File: src/rtl/ds_pkg.sv
// Shared constants for the DS-form memory sequencer: op codes, FSM encoding, DS displacement shift.
package ds_pkg;
  localparam logic [2:0] OP_LD   = 3'd0;
  localparam logic [2:0] OP_LDU  = 3'd1;
  localparam logic [2:0] OP_LWA  = 3'd2;
  localparam logic [2:0] OP_STD  = 3'd3;
  localparam logic [2:0] OP_STDU = 3'd4;
  localparam logic [2:0] OP_STQ  = 3'd5;

  localparam logic [2:0] ST_IDLE    = 3'd0;
  localparam logic [2:0] ST_REQ     = 3'd1;
  localparam logic [2:0] ST_REQ2    = 3'd2;
  localparam logic [2:0] ST_WB_DATA = 3'd3;
  localparam logic [2:0] ST_WB_EA   = 3'd4;

  // DS immediates address 4-byte units
  localparam int IMM_SHIFT = 2;

  function automatic logic is_store(input logic [2:0] op);
    return (op == OP_STD) || (op == OP_STDU) || (op == OP_STQ);
  endfunction
endpackage

File: src/rtl/ds_ea_gen.sv
// DS/D-form effective address: (RA|0) + sext(imm << IMM_SHIFT), modulo 2^dataWidth.
module ds_ea_gen
  import ds_pkg::*;
#(
  parameter int regWidth  = 5,
  parameter int immWidth  = 14,
  parameter int dataWidth = 64
) (
  input  logic [regWidth-1:0]  i_reg2,
  input  logic                 i_reg2ValOrZero,
  input  logic [immWidth-1:0]  i_imm,
  input  logic [dataWidth-1:0] i_reg2Val,
  output logic [dataWidth-1:0] o_ea
);
  logic [dataWidth-1:0] w_base;
  logic [dataWidth-1:0] w_disp;

  assign w_base = (i_reg2ValOrZero && (i_reg2 == '0)) ? '0 : i_reg2Val;
  assign w_disp = {{(dataWidth-immWidth-IMM_SHIFT){i_imm[immWidth-1]}}, i_imm, {IMM_SHIFT{1'b0}}};
  assign o_ea   = w_base + w_disp;
endmodule

File: src/rtl/ds_mem_sequencer.sv
// DS-form load/store sequencer: single-outstanding req/ack port, two beats for stq, GPR writeback.
// Optional DS_ALIGN_CHECK_EN adds alignErr_o and suppresses misaligned accesses.
module ds_mem_sequencer
  import ds_pkg::*;
#(
  parameter int regWidth  = 5,
  parameter int immWidth  = 14,
  parameter int dataWidth = 64,
  parameter int opWidth   = 3
) (
  input  logic                 clock_i,
  input  logic                 reset_i,
  input  logic                 enable_i,
  input  logic [opWidth-1:0]   op_i,
  input  logic [regWidth-1:0]  reg1_i,
  input  logic [regWidth-1:0]  reg2_i,
  input  logic                 reg2ValOrZero_i,
  input  logic [immWidth-1:0]  imm_i,
  input  logic [dataWidth-1:0] reg2Val_i,
  input  logic [dataWidth-1:0] storeData_i,
  input  logic [dataWidth-1:0] storeData2_i,
  output logic                 ready_o,
  output logic                 memReq_o,
  output logic                 memWrite_o,
  output logic                 memWord_o,
  output logic [dataWidth-1:0] memAddr_o,
  output logic [dataWidth-1:0] memWData_o,
  input  logic                 memAck_i,
  input  logic [dataWidth-1:0] memRData_i,
`ifdef DS_ALIGN_CHECK_EN
  output logic                 alignErr_o,
`endif
  output logic                 wbEnable_o,
  output logic [regWidth-1:0]  wbReg_o,
  output logic [dataWidth-1:0] wbData_o
);
  localparam logic [dataWidth-1:0] BEAT_STRIDE = dataWidth'(8);

  logic [2:0]           r_state;
  logic [opWidth-1:0]   r_op;
  logic [regWidth-1:0]  r_rt, r_ra;
  logic [dataWidth-1:0] r_ea, r_sd, r_sd2, r_rdata;

  logic [dataWidth-1:0] w_ea;
  logic                 w_accept, w_mis, w_inReq, w_isLoad;

  ds_ea_gen #(.regWidth(regWidth), .immWidth(immWidth), .dataWidth(dataWidth)) u_ea (
    .i_reg2          (reg2_i),
    .i_reg2ValOrZero (reg2ValOrZero_i),
    .i_imm           (imm_i),
    .i_reg2Val       (reg2Val_i),
    .o_ea            (w_ea)
  );

  assign w_accept = enable_i && (r_state == ST_IDLE) && (op_i <= OP_STQ);
  assign w_isLoad = (r_op == OP_LD) || (r_op == OP_LDU) || (r_op == OP_LWA);

`ifdef DS_ALIGN_CHECK_EN
  logic r_alignErr;
  assign w_mis = (op_i == OP_STQ) ? |w_ea[3:0] :
                 (op_i == OP_LWA) ? |w_ea[1:0] : |w_ea[2:0];
  assign alignErr_o = r_alignErr;

  always_ff @(posedge clock_i or posedge reset_i) begin
    if (reset_i) r_alignErr <= 1'b0;
    else         r_alignErr <= w_accept && w_mis;
  end
`else
  assign w_mis = 1'b0;
`endif

  always_ff @(posedge clock_i or posedge reset_i) begin
    if (reset_i) begin
      r_state <= ST_IDLE;
      r_op    <= '0;
      r_rt    <= '0;
      r_ra    <= '0;
      r_ea    <= '0;
      r_sd    <= '0;
      r_sd2   <= '0;
      r_rdata <= '0;
    end else begin
      case (r_state)
        ST_IDLE: if (w_accept) begin
          r_op  <= op_i;
          r_rt  <= reg1_i;
          r_ra  <= reg2_i;
          r_ea  <= w_ea;
          r_sd  <= storeData_i;
          r_sd2 <= storeData2_i;
          if (!w_mis) r_state <= ST_REQ;
        end
        ST_REQ: if (memAck_i) begin
          if (w_isLoad) begin
            r_rdata <= (r_op == OP_LWA) ?
                       {{(dataWidth-32){memRData_i[31]}}, memRData_i[31:0]} : memRData_i;
            r_state <= ST_WB_DATA;
          end else if (r_op == OP_STQ)  r_state <= ST_REQ2;
          else if (r_op == OP_STDU)     r_state <= ST_WB_EA;
          else                          r_state <= ST_IDLE;
        end
        ST_REQ2:    if (memAck_i) r_state <= ST_IDLE;
        ST_WB_DATA: r_state <= (r_op == OP_LDU) ? ST_WB_EA : ST_IDLE;
        ST_WB_EA:   r_state <= ST_IDLE;
        default:    r_state <= ST_IDLE;
      endcase
    end
  end

  // Outputs decode straight from state so an async reset drops memReq_o at once
  assign w_inReq = (r_state == ST_REQ) || (r_state == ST_REQ2);

  always_comb begin
    ready_o    = (r_state == ST_IDLE);
    memReq_o   = w_inReq;
    memWrite_o = w_inReq && is_store(r_op);
    memWord_o  = w_inReq && (r_op == OP_LWA);
    memAddr_o  = '0;
    memWData_o = '0;
    wbEnable_o = 1'b0;
    wbReg_o    = '0;
    wbData_o   = '0;
    if (r_state == ST_REQ) begin
      memAddr_o  = r_ea;
      memWData_o = is_store(r_op) ? r_sd : '0;
    end else if (r_state == ST_REQ2) begin
      memAddr_o  = r_ea + BEAT_STRIDE;
      memWData_o = r_sd2;
    end else if (r_state == ST_WB_DATA) begin
      wbEnable_o = 1'b1;
      wbReg_o    = r_rt;
      wbData_o   = r_rdata;
    end else if (r_state == ST_WB_EA) begin
      wbEnable_o = 1'b1;
      wbReg_o    = r_ra;
      wbData_o   = r_ea;
    end
  end
endmodule

File: config.mk
export PLATFORM = sky130hd
export DESIGN_NAME = ds_mem_sequencer
export DESIGN_NICKNAME = d
export VERILOG_FILES = /design/src/rtl/ds_pkg.sv /design/src/rtl/ds_ea_gen.sv /design/src/rtl/ds_mem_sequencer.sv
export SDC_FILE = /design/constraint.sdc
export NUM_CORES = 1
export LEC_CHECK = 0
export CORE_UTILIZATION = 40
export CTS_BUF_LIST = sky130_fd_sc_hd__clkbuf_4 sky130_fd_sc_hd__clkbuf_8
export CTS_CLUSTER_DIAMETER = 150
export DETAILED_ROUTE_END_ITERATION = 7
export GPL_ROUTABILITY_DRIVEN = 0
export PLACE_DENSITY = 0.72
export SYNTH_ARGS = -nofsm -noshare
export SYNTH_HDL_FRONTEND = slang
export SYNTH_SLANG_ARGS = --single-unit
export TNS_END_PERCENT = 5
File: constraint.sdc
create_clock -name clock_i -period 12.43 [get_ports clock_i]
set_input_delay 2.486 -clock clock_i [delete_from_list [all_inputs] [get_ports clock_i]]
set_output_delay 2.486 -clock clock_i [all_outputs]
set_load 0.01 [all_outputs]
======== After elaboration in Yosys (flattened, before gate mapping) ========
Index checks and enable logic that the tools add are counted.
storage, ports and cells
  logic and storage cells ................. 66
  register bits after elaboration ......... 272
  bits of input ports ..................... 288
operators by class
  eq/ne operators ......................... 12
  $add $sub $neg .......................... 2
  magnitude comparators ................... 1
  muxes and demuxes ....................... 27
  reduce and logical (&&, ||, !) cells .... 16
operators by type and width
  cell                   count
  $mux 64                11
  $add 64x4->64 const B  1
  $add 64x64->64         1
  $mux 3                 7
  $mux 5                 4
  $eq 3x2->1 const B     4
  $pmux 3 s4             1
  $eq 3x3->1 const B     3
  $eq 3x1->1 const B     2
  $logic_not 3->1        2
  $reduce_and 3->1       2
  $logic_and 1x1->1      5
  $logic_not 5->1        1
  $logic_or 1x1->1       5
  $mux 1                 4
  $ne 2x2->1 const B     2
  $le 3x3->1 const B     1
  $ne 2x1->1 const B     1
  $reduce_and 2->1       1

======== Longest topological paths before layout ========
Gate-level depths: netlist (run 1).
  depth in word-level cells ............... 6
  gate-level depth with buffers ........... 16

======== Cells and area by module ========
Synthesis (run 1) repeated with hierarchy kept, for this count alone.
second synthesis, totals
  cell total of the unflattened synthesis .. 1860
  area, all modules ....................... 18103.6 µm²
by module, submodules not included
  module            area an instance (µm²)  times used  sequential area each (µm²)  cells an instance
  ds_mem_sequencer  13973.4                 1           6806.5                      1228
  ds_ea_gen         4130.2                  1           0.0                         632

======== Least setup slack after synthesis (run 1) ========
Ideal clock, no wire load.
  path kind ............................... in2reg
  from .................................... input reg2_i[4]
  to ...................................... register r_ea[55]
  library setup time ...................... 129 ps
  required time ........................... 12301 ps
  path slack .............................. 6807 ps
  arrival time ............................ 5493 ps
  cell stages on the path ................. 15
  buffers on the path ..................... 1
  cells stage by stage .................... nor4b_1 > nand2_1 > clkbuf_1 > and2_1 > ha_1 > a21oi_1 > o21ai_0 > or2_2 > a41oi_1 > a31oi_2 > a2111o_1 > a311oi_2 > o31ai_1 > xnor2_1 > o21ai_1
between the ends
  cells in the longest elaborated chain, start to end .. 4
ends and longest elaborated chain
  what                  RTL line                source
  start, declared       ds_mem_sequencer.sv:16  input logic [regWidth-1:0] reg2_i,
  $logic_not 5->1       ds_ea_gen.sv:18         assign w_base = (i_reg2ValOrZero && (i_reg2 == '0)) ? '0 : i_reg2Val;
  $logic_and 1x1->1     ds_ea_gen.sv:18
  $mux 64               ds_ea_gen.sv:18
  $add 64x64->64        ds_ea_gen.sv:20         assign o_ea = w_base + w_disp;
  end signal, assigned  ds_mem_sequencer.sv:88  r_ea <= w_ea;
  end, declared         ds_mem_sequencer.sv:42  logic [dataWidth-1:0] r_ea, r_sd, r_sd2, r_rdata;
Every way passes these cells.
A chain may end at the register's enable or synchronous reset.

======== Final worst setup path (run 1) ========
  from .................................... register r_ea[3]
  to ...................................... output memAddr_o[63]
between the ends
  cells in the longest elaborated chain, start to end .. 3
ends and longest elaborated chain
  what           RTL line                 source
  $add 64x4->64  ds_mem_sequencer.sv:127  memAddr_o = r_ea + BEAT_STRIDE;
  $mux 64        ds_mem_sequencer.sv:126  end else if (r_state == ST_REQ2) begin
  $mux 64        ds_mem_sequencer.sv:123  if (r_state == ST_REQ) begin
  end, declared  ds_mem_sequencer.sv:26   output logic [dataWidth-1:0] memAddr_o,
Every way passes these cells.

==> results of run 1 <==
[routing by layer]
metal,part of all wire,up-vias,wire length (um),GRT usage
li1,-,8398,-,-
met1,0.42,8393,26400,0.366
met2,0.45,838,28200,0.418
met3,0.094,151,5930,0.0821
met4,0.040,22,2520,0.121
met5,0.0024,-,149,0
[power groups by stage]
stage / Clock [mW] / Sequential (mW) / Combinational (mW)
after floorplan: 0 / 1.53 / 1.20
after global placement: 0 / 1.71 / 1.89
after detailed placement: 0 / 1.73 / 1.92
after CTS: 0.938 / 1.72 / 1.94
after global routing: 0.975 / 1.80 / 2.13
final: 0.919 / 1.74 / 1.94
[cell type report]
class,instances,area share
diodes,7,0.000740
well taps,577,0.0305
multi-input cells,1709,0.419
repair buffers,505,0.212
inverters,31,0.00523
clock buffers,76,0.0405
flip-flops and latches,272,0.287
clock inverters,11,0.00449
[registers in the layout, indices dropped and copies added, names as in the netlist]
| signal | count |
|---|---|
| r_sd | 64 |
| r_state | 3 |
| r_op | 3 |
| r_ea | 64 |
| r_rdata | 64 |
| r_sd2 | 64 |
| r_rt | 5 |
| r_ra | 5 |
[metrics by stage]
step            util  hold slack [ns]  total power, mW  std cells
2_1_floorplan      -            0.446             2.73       2163
6_report       0.558            0.474             4.60       3188
4_1_cts        0.558            0.477             4.60       3181
3_3_place_gp   0.533            0.457             3.60       3094
5_1_grt        0.558            0.488             4.90       3186
3_5_place_dp   0.533            0.463             3.66       3094
[critical path: stages (launching register included)]
cell	delay, ns
dfrtp_1	0.50
ha_1	0.26
and3_1	0.21
nand4b_1	0.36
nor4_4	0.62
nand4_2	0.25
nor2_4	0.17
nand3_4	0.12
nor3_4	0.32
nand3_1	0.12
o21ai_1	0.23
clkdlybuf4s50_1	0.60
[cells in the mapped netlist, types with 3 or more instances]
master	n
a31oi_1	28
a2111o_1	3
o21bai_1	21
a22o_1	135
o21ai_0	195
ha_1	62
xor2_1	19
o31a_1	3
o21ai_1	21
o211ai_1	3
nand4_1	39
a21o_1	33
o41ai_1	3
buf_1	3
o31ai_1	20
clkbuf_1	134
inv_1	31
dfrtp_1	272
and2_1	69
a21oi_1	113
nand2_1	644
nand2b_1	5
mux2_2	32
xnor2_1	35
buf_2	12
and3_1	17
nand3_1	39
nor3_1	19
nand4b_1	3
nor2b_1	6
or3_1	5
nand4_2	4
nor4_4	3
nor2_1	69
[cell families after synthesis]
| kind of cell | share of synthesized area |
|---|---|
| simple gates | 0.243 |
| flops | 0.392 |
| xor+xnor | 0.0272 |
| buf+inv | 0.0403 |
| compound gates | 0.231 |
| mux | 0.0213 |
| fa+ha+maj | 0.0458 |
[how the worst max path moves through the flow]
stage / end / from / cells past startpoint / slack, ns
3_3_place_gp: r_ea[62]$_DFFE_PP0P_ / reg2_i[4] / 18 / 5.80
3_5_place_dp: r_ea[63]$_DFFE_PP0P_ / reg2_i[4] / 16 / 5.71
5_1_grt: memAddr_o[63] / r_ea[3]$_DFFE_PP0P_ / 11 / 5.27
2_1_floorplan: r_ea[0]$_DFFE_PP0P_ / reset_i / 1 / 2.45
4_1_cts: memAddr_o[63] / r_ea[3]$_DFFE_PP0P_ / 11 / 5.55
6_report: memAddr_o[63] / r_ea[3]$_DFFE_PP0P_ / 11 / 5.56
==> out/metrics.csv, run 1 <==
stage;metric;value;unit
cts;clock-pin slew on the worst setup and hold paths;0.06;ns
floorplan;Initial Utilization;0.410;
cts;root buffer cell;clkbuf_8;
cts;TritonCTS buffer count;49;
floorplan;num rows;75;
detailed_routing;vias per inst;5.58;
placement;Cell Area, Placed;22600;um2
floorplan;Die ar.;44300;um2
pwr;Reg power frac;0.379;
logic_synthesis;Post-Synthesis Cells;2163;
logic_synthesis;Seq/Total Area, Yosys;0.392;
pwr;Sw Ratio;0.413;
detailed_routing;total number of vias;17800;
critical_path;worst path required time;9.94;ns
cts;Skew-Pair Late Insertion Delay;0.65;ns
critical_path;crit path kind;reg2out;
global_route;largest net degree at the start of global routing;149;
worst_hold_path;Worst Min Path Start;r_sd[2]$_DFFE_PP0P_;
logic_synthesis;async set-or-reset flop fraction in the synthesized netlist;1.00;
detailed_routing;per-cell routed wire length;19.8;um
pwr;VDD IR-drop max;0.000108;V
critical_path;Max FO, Critical Path;12;
cts;hold_buf cts;0;
floorplan;Die Width;210;um
sta;final hold violations;0;
pwr;Power Dens Cells;194;nW/um2
pwr;Comb power frac;0.421;
logic_synthesis;Syn Nets;2514;
cells_and_area;commonest non-fill, non-tap cell in the layout;nand2_1;
global_route;GRT Util Overall;0.276;
detailed_routing;DR DRC count;0;
global_route;Remaining Overflow, GRT;0;
cts;CTS tree;yes;
floorplan;Die Y;210;um
critical_path;CP endpoint kind;output pin;
detailed_routing;DRT Wirelength;63200;um
sta;Final period util;0.552;
logic_synthesis;number of synthesized flops with an enable pin;0;
pwr;clock share of power;0.200;
cells_and_area;final instance area;23700;um2
logic_synthesis;main flop type after synthesis;dfrtp_1;
critical_path;Data arrival, critical path;4.38;ns
detailed_routing;First-pass DRT Iterations;6;
flow_run;max capacitance violation total;0;
sta;setup ws final;5.56;ns
logic_synthesis;#FFs+latches synth;272;
cts;H-tree Lvls;2;
sta;post-route minimum period;6.87;ns
worst_hold_path;Worst Hold Path EP;r_sd[2]$_DFFE_PP0P_;
floorplan;io pins;490;
worst_hold_path;type of the worst min-delay path;reg2reg;
cells_and_area;Reg area;6810;um2
sta;setup tns final;0;ns
placement;Place WS;5.71;ns
global_route;vias in the first global route;16600;
cells_and_area;layout cell share with drive strength beyond 1;0.0703;
sta;Final setup viols;0;
critical_path;FF-to-FF setup slack;9.22;ns
logic_synthesis;Yosys top cell area share;0.392;
cts;CTS sink count;272;
placement;Port Buf Inserts;489;
pwr;Leakage;10.5;nW
logic_synthesis;top post-synthesis cells by area;dfrtp_1, nand2_1, a22o_1;
cts;Max clock buf depth;3;
cells_and_area;Fillers;3910;
cts;post-cts resize count;0;
critical_path;r2r worst-path depth;7;
pwr;Int Pwr;2.70;mW
sta;Worst-Margin Slew;1.11;ns
sta;Relative slew margins;0.262;
critical_path;Worst R2R End;r_sd2[51]$_DFFE_PP0P_;
critical_path;Critical Path Source Type;register;
cells_and_area;Layout area overhead;36.3;%
global_route;initial antenna violation count;18;
global_route;first-pass GRT wire length;95700;um
logic_synthesis;Synth area leader;dfrtp_1;
cells_and_area;area of the multi-input gates;9920;um2
sta;worst clock skew;0.0255;ns
sta;Slew Viols, Final;0;
detailed_routing;Post-DRT Antenna Nets;0;
cells_and_area;most frequent cells in the layout;nand2_1, clkdlybuf4s50_1, dfrtp_1;
floorplan;Core ar.;42400;um2
logic_synthesis;mapped cell area;17400;um2
critical_path;reg-to-reg startpoint;r_state[2]$_DFFE_PP0P_;
sta;RSZ-0062 raised after global routing;no;
cells_and_area;NumNets Final;2919;
logic_synthesis;Yosys cell types;80;
logic_synthesis;Syn Area/Cell;8.03;um2
worst_hold_path;Hold Crit Depth;2;
sta;Max Clk Rate;0.146;GHz
logic_synthesis;count of yosys warnings during synthesis;0;
placement;Final HPWL DP;46500;um
pwr;Net Sw Power;1.90;mW
detailed_routing;drt initial violations;1834;
status;status;finished, final reports clean;
cts;Post-CTS Setup Inserts;0;
(Power assumes the default switching activity.)
==> inputs of run 2 (changes only) <==
--- a/config.mk
+++ b/config.mk
@@ -10,7 +10,7 @@
 export CTS_CLUSTER_DIAMETER = 150
 export DETAILED_ROUTE_END_ITERATION = 7
 export GPL_ROUTABILITY_DRIVEN = 0
-export PLACE_DENSITY = 0.72
+export PLACE_DENSITY = 0.74
 export SYNTH_ARGS = -nofsm -noshare
 export SYNTH_HDL_FRONTEND = slang
 export SYNTH_SLANG_ARGS = --single-unit
==> constraint.sdc (replaced) <==
create_clock -name clock_i -period 6.1 [get_ports clock_i]
set_input_delay 1.22 -clock clock_i [delete_from_list [all_inputs] [get_ports clock_i]]
set_output_delay 1.22 -clock clock_i [all_outputs]
set_load 0.01 [all_outputs]
==> run 2 against run 1 <==
Largest power group unchanged. Non-clock buffer count increased by 3. Critical path depth rose by 1. Global-route usage down 0.15 points. Clock skew down 0.0039 ns. Final cell count is 0.16% higher. Clock-buffer cell count increased by 5. Highest routed layer unchanged. Via count increased by 0.98%. Power rose by 100%. Wire length fell by 0.36%.
==> out/metrics.csv, run 2 (synthesis gave the netlist of run 1 again) <==
stage;metric;value;unit;change
sta;Slew Viols, Final;0;;unchanged
cts;H-tree Lvls;2;;unchanged
sta;Final setup viols;0;;unchanged
placement;Final HPWL DP;46500;um;about the same
pwr;Net Sw Power;3.87;mW;+100%
cts;root buffer cell;clkbuf_8;;
global_route;busiest grt layer;met2;;
cts;Max clock buf depth;3;;unchanged
detailed_routing;DRT Wirelength;63000;um;-0.36%
cts;clock-pin slew on the worst setup and hold paths;0.06;ns;about the same
global_route;Remaining Overflow, GRT;0;;unchanged
floorplan;num rows;75;;unchanged
global_route;initial antenna violation count;17;;-1
sta;Relative slew margins;0.311;;+0.0493
critical_path;Max FO, Critical Path;12;;unchanged
detailed_routing;total number of vias;18000;;+0.98%
cts;post-cts resize count;0;;unchanged
floorplan;Initial Utilization;0.410;;unchanged
floorplan;Die ar.;44300;um2;unchanged
cts;CTS tree;yes;;
critical_path;CP bufs+invs;2;;+1
global_route;Global Route met1 Usage;0.366;;+0.000537
sta;Final period util;0.878;;
pwr;clock share of power;0.203;;+0.003
sta;worst clock skew;0.0216;ns;-0.00392 ns
critical_path;crit path kind;reg2out;;
cells_and_area;layout cell share with drive strength beyond 1;0.0713;;+0.00107
detailed_routing;DR DRC count;0;;unchanged
sta;final hold violations;0;;unchanged
detailed_routing;First-pass DRT Iterations;6;;unchanged
global_route;GRT Util Overall;0.275;;-0.00150
critical_path;Worst path top cell family by delay;simple AND/OR/NAND/NOR gates;;
global_route;first-pass GRT wire length;96100;um;+0.40%
pwr;Int Pwr;5.53;mW;+110%
pwr;Leakage;10.5;nW;+0.28%
detailed_routing;per-cell routed wire length;19.7;um;-0.52%
critical_path;worst path required time;4.88;ns;-5.06 ns
cells_and_area;Layout area overhead;36.6;%;
cells_and_area;Reg area;6810;um2;unchanged
sta;setup tns final;0;ns;unchanged
critical_path;Critical Path Source Type;register;;
cells_and_area;Fillers;3835;;-1.9%
cts;hold_buf cts;0;;unchanged
pwr;VDD IR-drop max;0.000306;V;+180%
floorplan;io pins;490;;unchanged
critical_path;slowest stage delay, CP;0.59;ns;-0.03 ns
cells_and_area;post-layout util;0.560;;+0.00127
cells_and_area;commonest non-fill, non-tap cell in the layout;nand2_1;;
global_route;met2 usage;0.431;;+0.0134
floorplan;Core ar.;42400;um2;unchanged
pwr;Comb power frac;0.418;;-0.003
critical_path;Data arrival, critical path;4.14;ns;-0.24 ns
cells_and_area;final instance area;23700;um2;+0.23%
placement;Cell Area, Placed;22600;um2;+0.18%
flow_run;max capacitance violation total;0;;unchanged
status;status;finished, final reports clean;;
floorplan;Die Y;210;um;unchanged
pwr;Power Dens Cells;396;nW/um2;+100%
detailed_routing;Post-DRT Antenna Nets;0;;unchanged
global_route;GR met3 Demand/Resource;0.0702;;-0.0119
pwr;Reg power frac;0.379;;about the same
pwr;total chip power;9.40;mW;+100%
cts;Skew-Pair Late Insertion Delay;0.64;ns;about the same
cells_and_area;area of the multi-input gates;9920;um2;about the same
cells_and_area;most frequent cells in the layout;nand2_1, clkdlybuf4s50_1, dfrtp_1;;
cts;CTS sink count;272;;unchanged
cts;TritonCTS buffer count;49;;unchanged
detailed_routing;vias per inst;5.63;;+0.82%
critical_path;Slowest cell on crit path;clkdlybuf4s50_1;;
detailed_routing;drt initial violations;1957;;+6.7%
sta;Max Clk Rate;0.187;GHz;
global_route;vias in the first global route;16700;;+0.48%
pwr;Sw Ratio;0.411;;-0.00185
critical_path;cells along the critical path;ha_1 -> and3_1 -> nand4b_1 -> nor4_4 -> buf_4 -> nand4_2 -> nor2_4 -> nand3_4 -> nor3_4 -> nand4_1 -> o21ai_1 -> clkdlybuf4s50_1;;
global_route;largest net degree at the start of global routing;122;;-18%
sta;RSZ-0062 raised after global routing;no;;
cells_and_area;NumNets Final;2922;;+0.10%
placement;Port Buf Inserts;489;;unchanged
worst_hold_path;type of the worst min-delay path;reg2reg;;
sta;Worst-Margin Slew;1.03;ns;-0.0740 ns
sta;post-route minimum period;5.36;ns;
cts;Post-CTS Setup Inserts;0;;unchanged
floorplan;Die Width;210;um;unchanged
critical_path;CP endpoint kind;output pin;;
## run 2: changes by cell type in the layout (fill, tap and decap cells not counted), sizes merged
| cell | change |
|---|---|
| diode | +2 |
| inv | -1 |
| clkinvlp | -1 |
| buf | +3 |
| clkinv | -3 |
| clkbuf | +5 |
## run 2: per-stage QoR
| stage | setup slack, ns | cells | hold slack [ns] |
|---|---|---|---|
| floorplan | 1.28 | 2163 | 0.446 |
| global placement | 0.701 | 3097 | 0.458 |
| detailed placement | 0.545 | 3097 | 0.463 |
| CTS | 0.738 | 3184 | 0.477 |
| global route | 0.514 | 3189 | 0.496 |
| finish | 0.745 | 3193 | 0.473 |
## run 2: worst paths after layout
path                                   startpoint                       to  slack (ns)  cells past startpoint
setup / recovery              r_ea[3]$_DFFE_PP0P_            memAddr_o[57]        0.74                     12
hold / removal              r_sd2[53]$_DFFE_PP0P_    r_sd2[53]$_DFFE_PP0P_        0.47                      2
setup reg to reg           r_state[2]$_DFFE_PP0P_  r_rdata[19]$_DFFE_PP0P_        2.93                      6
hold reg to reg             r_sd2[53]$_DFFE_PP0P_    r_sd2[53]$_DFFE_PP0P_        0.47                      2
max in group asynchronous                 reset_i  r_rdata[38]$_DFFE_PP0P_        3.80                      3
min in group asynchronous                 reset_i      r_ra[1]$_DFFE_PP0P_        1.14                      2
## run 2: final cells by class
| cell class | count | share of cell area |
|---|---|---|
| clock inverter | 6 | 0.00274 |
| inverter | 31 | 0.00506 |
| tap | 577 | 0.0304 |
| antenna | 9 | 0.000949 |
| clock buffer | 81 | 0.0425 |
| sequential | 272 | 0.287 |
| timing repair buffer | 508 | 0.214 |
| multi-input combinational | 1709 | 0.418 |
## run 2: power groups by stage
stage | Sequential (mW) | Clock (mW) | Combinational (mW)
finish | 3.56 | 1.91 | 3.93
CTS | 3.53 | 1.94 | 3.93
global placement | 3.49 | 0 | 3.83
detailed placement | 3.55 | 0 | 3.90
floorplan | 3.12 | 0 | 2.45
global route | 3.67 | 2.03 | 4.30
## run 2: routing by layer
layer,vias up,routed length [um]
li1,8385,-
met1,8586,26300
met2,840,28700
met3,151,5890
met4,14,2000
met5,-,101
## run 2: worst reg2reg max path: cells and delay by family (launching register included)
family                 cells  cell delay (ns)
and+or+nand+nor            4             1.69
muxes                      1             0.50
DFF                        1             0.47
buffers and inverters      1             0.40
==> inputs of run 3 (changes only) <==
--- a/config.mk
+++ b/config.mk
@@ -11,6 +11,7 @@
 export DETAILED_ROUTE_END_ITERATION = 7
 export GPL_ROUTABILITY_DRIVEN = 0
 export PLACE_DENSITY = 0.74
+export SLEW_MARGIN = 20
 export SYNTH_ARGS = -nofsm -noshare
 export SYNTH_HDL_FRONTEND = slang
 export SYNTH_SLANG_ARGS = --single-unit
==> results of run 3 <==
Final layout, timing and power as in run 2 (identical DEF).
==> RTL change, RTL diff (config.mk and constraints of run 1) <==
Add a define of `DS_ALIGN_CHECK_EN`.
--- a/src/rtl/ds_mem_sequencer.sv
+++ b/src/rtl/ds_mem_sequencer.sv
@@ -2,2 +2,4 @@
 // Optional DS_ALIGN_CHECK_EN adds alignErr_o and suppresses misaligned accesses.
+`define DS_ALIGN_CHECK_EN
+
 module ds_mem_sequencer
Formal check against the unedited RTL (old outputs only; new: alignErr_o): not equivalent (Yosys sat finds a counterexample within 4 cycles, from zero or initial values and one cycle with reset_i high).
==> RTL change against run 1 <==
Wire length grew 3.9%. Total power is 3.3% higher. Sequential cell count is 1 higher. Synthesized cell count increased by 1.9%. Final area grew 0.79%. Synthesized area is 0.58% higher. Worst setup slack got worse by 0.28 ns. Register-to-register slack worse by 0.61 ns.
==> RTL change: results (changes against run 1) <==
Place
  – HPWL after DPL: 48.4 mm (+4.0%)
  – Port Buffers: 490 (+0.20%)

Global route
  – First-pass GRT wire length: 99.5 mm (+3.9%)
  – Vias in the first global route: 17600 (+5.8%)
  – Met2 usage: 46.9% (+5.1 points)
  – Met1 Resource Use GR: 34.9% (-1.6 points)
  – All-Layer GR Usage: 28.6% (+0.96 points)
  – Largest net degree at the start of global routing: 113 (-24%)
  – Initial antenna violation count: 10 (-8)

Power
  – Peak supply drop: 0.125 mV (+16%)
  – Internal: 2.78 mW (+3.1%)
  – Leakage dissipation: 10.5 nW (+0.76%)

Yosys
  – Synth top area cells: dfrtp_1 39%, nand2_1 14%, a22o_1 6.9%, o21ai_0 6.0%, ha_1 4.4%
  – Syn avg cell area: 7.93 um2 (-1.3%)
  – Yosys cell types: 67 (-16%)
  – Top post-synthesis cells by count: 631 x nand2_1, 273 x dfrtp_1, 209 x o21ai_0

STA
  – Clock Skews: 0.0260 ns (+0.000531 ns)
  – Worst-Margin Slew: 1.20 ns (+0.0913 ns)

Routing
  – Vias per Instance: 5.65 (+1.2%)
  – 1st-iter DRT viols: 1798 (-2.0%)
  – Avg WL per Cell: 20.2 um (+2.0%)

Clocking
  – CTS Buf Count: 50 (+2.0%)

Status
  – Status: completed

Layout
  – Nets: 2967 (+1.6%)
  – Fill cells: 4024 (+2.9%)

Worst setup path
  – Crit-path max FO: 6 (-6)
[RTL change: cell count changes after synthesis, moves of 9 or more]
cell,change
nor2_1,+21
o21ai_1,-13
a21oi_1,+23
o21ai_0,+14
and3_1,+10
nand4_1,-9
nand2_1,-13
[RTL change: final cells by class]
class,instances,share of cell area (%)
repair buffers,508,21.1
multi-input cells,1753,42.0
inverters,30,0.503
diodes,6,0.0629
flip-flops and latches,273,28.6
clock inverters,12,0.346
clock buffers,80,4.30
well taps,585,3.07
[RTL change: power by group through the flow]
stage	clock network [mW]	logic [mW]	registers, mW
detailed placement	0	2.09	1.70
floorplan	0	1.24	1.53
global placement	0	2.05	1.68
global route	0.998	2.30	1.75
finish	0.938	2.11	1.70
CTS	0.959	2.10	1.69
[RTL change: worst paths after layout]
kind | from | endpoint | slack (ns) | cells after the start
max in group asynchronous | reset_i | r_ea[38] | 8.06 | 4
min reg2reg | r_sd[46] | r_sd[46] | 0.47 | 2
max | r_ea[4] | memAddr_o[61] | 5.29 | 11
max reg2reg | r_state[1] | r_state[1] | 8.61 | 6
min in group asynchronous | reset_i | r_sd[56] | 2.32 | 2
min | r_sd[46] | r_sd[46] | 0.47 | 2
[RTL change: worst max-delay path: stages, from the launching register on]
cell and delay [ns]:
dfrtp_1 0.50, ha_1 0.24, and3_1 0.22, nand4_1 0.31
nor3_1 0.64, and4_1 0.47, and4_1 0.28, nor3b_1 0.35
nand4_1 0.17, xor2_1 0.17, nor2_1 0.12, clkdlybuf4s50_1 0.57
[RTL change: cells by family (layout without fill, tap and decap cells)]
group	count (synthesis)	in the layout	synth area share, %
DFF	273	273	39.1
adders and majority gates	63	63	4.55
AOI/OAI and AO/OA	621	621	22.6
and+or+nand+nor	978	978	24.8
buffers and inverters	178	630	3.87
other	0	6	0
muxes	37	37	2.37
xor gates and xnor gates	54	54	2.71
[RTL change: stage by stage]
step	hold WS (ns)	area, um2	worst slack (ns)	total power [mW]	utilization [%]
CTS	0.478	23900	5.33	4.75	55.4
global route	0.495	23900	5.09	5.05	55.4
global placement	0.458	22700	5.42	3.73	52.8
detailed placement	0.463	22700	5.35	3.79	52.8
floorplan	0.446	17500	2.42	2.77	-
finish	0.473	23900	5.29	4.75	55.4
[RTL change: layer usage]
metal / vias up / part of all wire, %
met3: 187 / 9.4
met5: - / 0.084
met2: 882 / 47
li1: 8557 / -
met1: 8706 / 39
met4: 10 / 4.3
